`src/rtl/dmem_arbiter.sv`:
```
// Two-port round-robin arbiter in front of a single byte-addressed data memory.
// Each accepted request takes three cycles: grant, memory access, response.
module dmem_arbiter #(
   parameter int ADDR_WIDTH = 10,
   parameter int DATA_WIDTH = 32,
   parameter int MEM_SIZE   = 1024
) (
   input  logic                  clk,
   input  logic                  rst,

   input  logic                  p0_req,
   input  logic                  p0_we,
   input  logic [ADDR_WIDTH-1:0] p0_addr,
   input  logic [DATA_WIDTH-1:0] p0_wdata,
   input  logic [3:0]            p0_strb,
   output logic                  p0_gnt,
   output logic                  p0_rvalid,
   output logic [DATA_WIDTH-1:0] p0_rdata,
   output logic                  p0_err,

   input  logic                  p1_req,
   input  logic                  p1_we,
   input  logic [ADDR_WIDTH-1:0] p1_addr,
   input  logic [DATA_WIDTH-1:0] p1_wdata,
   input  logic [3:0]            p1_strb,
   output logic                  p1_gnt,
   output logic                  p1_rvalid,
   output logic [DATA_WIDTH-1:0] p1_rdata,
   output logic                  p1_err,

   output logic                  mem_r,
   output logic                  mem_w,
   output logic [ADDR_WIDTH-1:0] mem_addr,
   output logic [DATA_WIDTH-1:0] mem_wdata,
   output logic [3:0]            mem_strb,
   input  logic [DATA_WIDTH-1:0] mem_rdata
);

   typedef enum logic [1:0] {
      IDLE   = 2'd0,
      ACCESS = 2'd1,
      RESP   = 2'd2
   } state_t;

   // Two extra bits so that addr + 3 can never wrap past the top of the range.
   localparam int EXT_W = ADDR_WIDTH + 2;
   localparam logic [EXT_W-1:0] LAST_BYTE = EXT_W'(MEM_SIZE - 1);

   state_t state_reg;
   state_t state_next;

   logic                  last_gnt_reg;
   logic                  port_reg;
   logic                  we_reg;
   logic [ADDR_WIDTH-1:0] addr_reg;
   logic [DATA_WIDTH-1:0] wdata_reg;
   logic [3:0]            strb_reg;
   logic [DATA_WIDTH-1:0] rdata_reg;
   logic                  err_reg;

   logic [1:0]            req_vec;
   logic [1:0]            we_vec;
   logic [ADDR_WIDTH-1:0] addr_arr  [2];
   logic [DATA_WIDTH-1:0] wdata_arr [2];
   logic [3:0]            strb_arr  [2];

   logic                  any_req;
   logic                  sel_port;
   logic                  addr_err;
   logic                  accept;

   logic [1:0]            gnt_vec;
   logic [1:0]            rvalid_vec;
   logic [1:0]            err_vec;
   logic [DATA_WIDTH-1:0] rdata_arr [2];
   logic                  resp_active;

   assign req_vec      = {p1_req, p0_req};
   assign we_vec       = {p1_we, p0_we};
   assign addr_arr[0]  = p0_addr;
   assign addr_arr[1]  = p1_addr;
   assign wdata_arr[0] = p0_wdata;
   assign wdata_arr[1] = p1_wdata;
   assign strb_arr[0]  = p0_strb;
   assign strb_arr[1]  = p1_strb;

   // Under contention the port not served last wins; a lone requester always wins.
   assign any_req  = |req_vec;
   assign sel_port = (&req_vec) ? ~last_gnt_reg : req_vec[1];
   assign accept   = (state_reg == IDLE) && any_req;

   assign addr_err = ({2'b00, addr_reg} + EXT_W'(3)) > LAST_BYTE;

   // State register
   always_ff @(posedge clk) begin
      if (rst) begin
         state_reg <= IDLE;
      end else begin
         state_reg <= state_next;
      end
   end

   // Next-state logic
   always_comb begin
      state_next = state_reg;
      case (state_reg)
         IDLE:    if (any_req) state_next = ACCESS;
         ACCESS:  state_next = RESP;
         RESP:    state_next = IDLE;
         default: state_next = IDLE;
      endcase
   end

   // Request latch and response capture
   always_ff @(posedge clk) begin
      if (rst) begin
         last_gnt_reg <= 1'b1;
         port_reg     <= 1'b0;
         we_reg       <= 1'b0;
         addr_reg     <= '0;
         wdata_reg    <= '0;
         strb_reg     <= '0;
         rdata_reg    <= '0;
         err_reg      <= 1'b0;
      end else begin
         if (accept) begin
            last_gnt_reg <= sel_port;
            port_reg     <= sel_port;
            we_reg       <= we_vec[sel_port];
            addr_reg     <= addr_arr[sel_port];
            wdata_reg    <= wdata_arr[sel_port];
            strb_reg     <= strb_arr[sel_port];
         end
         if (state_reg == ACCESS) begin
            rdata_reg <= (!we_reg && !addr_err) ? mem_rdata : '0;
            err_reg   <= addr_err;
         end
      end
   end

   // Output logic; reset forces every output low in the same cycle.
   always_comb begin
      gnt_vec     = 2'b00;
      resp_active = 1'b0;
      mem_r       = 1'b0;
      mem_w       = 1'b0;
      mem_addr    = '0;
      mem_wdata   = '0;
      mem_strb    = '0;
      if (!rst) begin
         case (state_reg)
            IDLE: begin
               if (any_req) gnt_vec[sel_port] = 1'b1;
            end
            ACCESS: begin
               mem_addr  = addr_reg;
               mem_wdata = wdata_reg;
               mem_strb  = strb_reg;
               mem_r     = !we_reg && !addr_err;
               mem_w     = we_reg && !addr_err;
            end
            RESP: begin
               resp_active = 1'b1;
            end
            default: ;
         endcase
      end
   end

   generate
      for (genvar gi = 0; gi < 2; gi++) begin : g_port
         assign rvalid_vec[gi] = resp_active && (port_reg == 1'(gi));
         assign err_vec[gi]    = rvalid_vec[gi] && err_reg;
         assign rdata_arr[gi]  = (rvalid_vec[gi] && !err_reg) ? rdata_reg : '0;
      end
   endgenerate

   assign p0_gnt    = gnt_vec[0];
   assign p0_rvalid = rvalid_vec[0];
   assign p0_err    = err_vec[0];
   assign p0_rdata  = rdata_arr[0];

   assign p1_gnt    = gnt_vec[1];
   assign p1_rvalid = rvalid_vec[1];
   assign p1_err    = err_vec[1];
   assign p1_rdata  = rdata_arr[1];

endmodule

```
`config.mk`:
```
export PLATFORM = sky130hd
export DESIGN_NAME = dmem_arbiter
export DESIGN_NICKNAME = d
export VERILOG_FILES = /design/src/rtl/dmem_arbiter.sv
export SDC_FILE = /design/constraint.sdc
export NUM_CORES = 1
export LEC_CHECK = 0
export BUFFER_PORTS_ARGS = -buffer_cell sky130_fd_sc_hd__buf_2
export CORE_MARGIN = 4
export CORE_UTILIZATION = 42
export CTS_CLUSTER_SIZE = 8
export DETAILED_ROUTE_END_ITERATION = 8
export PLACE_DENSITY = 0.85
export SLEW_MARGIN = 20
export SYNTH_ARGS = -nofsm -noshare
export SYNTH_HDL_FRONTEND = slang
export SYNTH_SLANG_ARGS = --single-unit
```
`constraint.sdc`:
```
create_clock -name clk -period 2.7 [get_ports clk]
set_input_delay 0.27 -clock clk [delete_from_list [all_inputs] [get_ports clk]]
set_output_delay 0.27 -clock clk [all_outputs]
set_load 0.005 [all_outputs]
```
==> flow_summary.toml <==
[outcome]
status = "finished, final reports clean"

[critical_path]
r2r-start = "addr_reg[0]"
max_stage_delay_ns = 0.39
crit_family = "buffers and inverters"
worstSetupPathType = "reg -> out"
worstPathArrival_ns = 2.26
end_kind = "primary output"
path_buf_inv = 3
reg2regPathDepth = 7
cp_slowest_cell = "dfxtp_1"
cp_cell_sequence = "inv_1, ha_1, or3_4, o31ai_4, a311oi_4, buf_4, buf_2"
crit_required_ns = 2.43
rr_endpoint = "rdata_reg[20]"
start_kind = "register"
r2r_slack_ns = 0.56
path_max_fanout = 33

[clocking]
clock_sinks = 84
cts_buffers = 9
cts.path.max_buffers = 2
path_clk_slew_ns = 0.09
postCtsResizedCells = 0
cts_hold_buf = 0
cts_tree = "done"
htreeDepth = 3
clock_latency_ns = 0.34
root_buffer = "clkbuf_8"
post_cts_buffers = 0

[logic_synthesis]
ys_types = 33
yosysTopAreaCellShare_pct = 44.1
synth_seq_area_share_pct = 44.1
synth-warning-count = 0
synth_ff_type = "dfxtp_1"
avgSynthCellArea_um2 = 9.33
synth_nets = 541
synthCells = 409
synth_edf_count = 0
synth-async-reset-ratio_pct = 0
synth_seq_cells = 84
synth_top_cell_by_area = "dfxtp_1"
syn_area_mm2 = 0.00382
synthTopCellsByArea = "dfxtp_1, and2_1, a222oi_1"
synthTopCellsByCount = "and2_1, dfxtp_1, nor2_1, a222oi_1, a22o_1"
synth.most_common_cell = "and2_1"

[global_route]
use_met3_pct = 6.37
grt_max_degree = 52
grt-ovfl-total = 0
grt_pass1_wl_um = 17800
met1_usage_pct = 23.7
top_usage_layer = "met2"
antenna_found_initial = 0
grt_usage_pct = 21.0
grt_pass1_vias = 3784
use_met2_pct = 37.6

[floorplanning]
start_util_pct = 43.5
core_mm2 = 0.00876
num_rows = 34
ios = 248
die_w_um = 103
die_h_um = 103
die_area_mm2 = 0.0107

[detailed_routing]
drcViolationCount = 0
dr.pass1.iters = 5
routed_wl_um = 12000
viasPerCell = 5.35
post_drt_wl_per_cell_um = 16.0
final_antenna_net_count = 0
drt_iter0_drc = 243
vias = 4025

[final_layout]
n_antenna_cell = 0
nNetsFinal = 771
seq_area_mm2 = 0.00168
fillerInstances = 768
syn_to_final_growth_pct = 39.6
multi_input_area_mm2 = 0.00197
layout-drive-gt1-share_pct = 43.8

[min_path]
hp-class = "in -> reg"
worstHoldPathCells = 2
worstHoldEndpoint = "rdata_reg[7]"
worstHoldStart = "mem_rdata[7]"

[sta]
tns_ns = 0
setup_slack_ns = 0.170
period_needed_ns = 2.53
skew_ns = 0.0153
slew_headroom_pct = 62.7
setup_viol_count_final = 0
finalHoldViolations = 0
whs_ns = 0.143
rsz0062_at_grt = "no"
finalCritPeriodShare_pct = 93.7
max_freq_ghz = 0.395
slew_violations = 0
worstMarginPinSlew_ns = 0.559

[run]
drv_cap = 0

[placed_design]
routabilityCongestion = 0.843
place_worst_setup_slack_ns = 0.551
hpwl_um = 9060
io_buffer_count = 247

[power_and_ir_drop]
power_density_mw_per_mm2 = 509
leakagePower_nw = 2.78
ir_drop_uv = 257
p_total_w = 0.00271
## cells by family after synthesis
kind of cell	synth area share [%]
muxes	1.57
DFF	44.1
adders and majority gates	0.656
and+or+nand+nor	26.6
buffers and inverters	5.05
xor gates and xnor gates	0.230
AOI/OAI and AO/OA	21.9
## per-layer routing
layer	wire, um	vias up
li1	-	1931
met5	0	-
met1	4490	1856
met3	1300	19
met4	189	0
met2	6070	219
## worst max-delay path by stage
stage,endpoint,cells after the start,from,slack (ns)
2_1_floorplan,rdata_reg[22],7,addr_reg[0],0.79
3_3_place_gp,mem_r,7,addr_reg[0],0.62
3_5_place_dp,mem_r,7,addr_reg[0],0.55
4_1_cts,mem_r,7,addr_reg[0],0.15
5_1_grt,mem_r,7,addr_reg[0],0.06
6_report,mem_r,7,addr_reg[0],0.17
## through the flow
step | util (%) | cells | area, um^2
final | 60.8 | 752 | 5330
after global routing | 60.8 | 752 | 5330
after CTS | 60.5 | 751 | 5300
after detailed placement | 58.3 | 735 | 5110
after global placement | 58.3 | 735 | 5110
after floorplan | - | 409 | 3820
## cell usage in the layout, fill, tap and decap left out, types with 2 or more instances in the layout
master / n
dfxtp_1: 84
nor2_1: 56
clkinv_4: 3
buf_4: 10
and3_1: 3
nor2b_1: 2
nand2_1: 3
ha_1: 2
a211oi_1: 6
mux2i_1: 6
and2_1: 111
clkinv_2: 2
clkbuf_8: 11
buf_2: 247
nand2b_1: 2
a222oi_1: 41
inv_1: 4
a22o_1: 32
## report_power, final
part,switching (W),internal (W)
Clock,0.000443,0.000387
Sequential,0.0000652,0.00134
Combinational,0.000245,0.000233
## final cells by class
cell class | instances | share of cell area, %
Clock buffer | 11 | 2.84
Clock inverter | 5 | 0.681
Inverter | 4 | 0.282
Multi-Input combinational cell | 282 | 37.0
Sequential cell | 84 | 31.6
Tap cell | 108 | 2.54
Timing Repair Buffer | 258 | 25.1
Power figures use the tool's default switching activity.
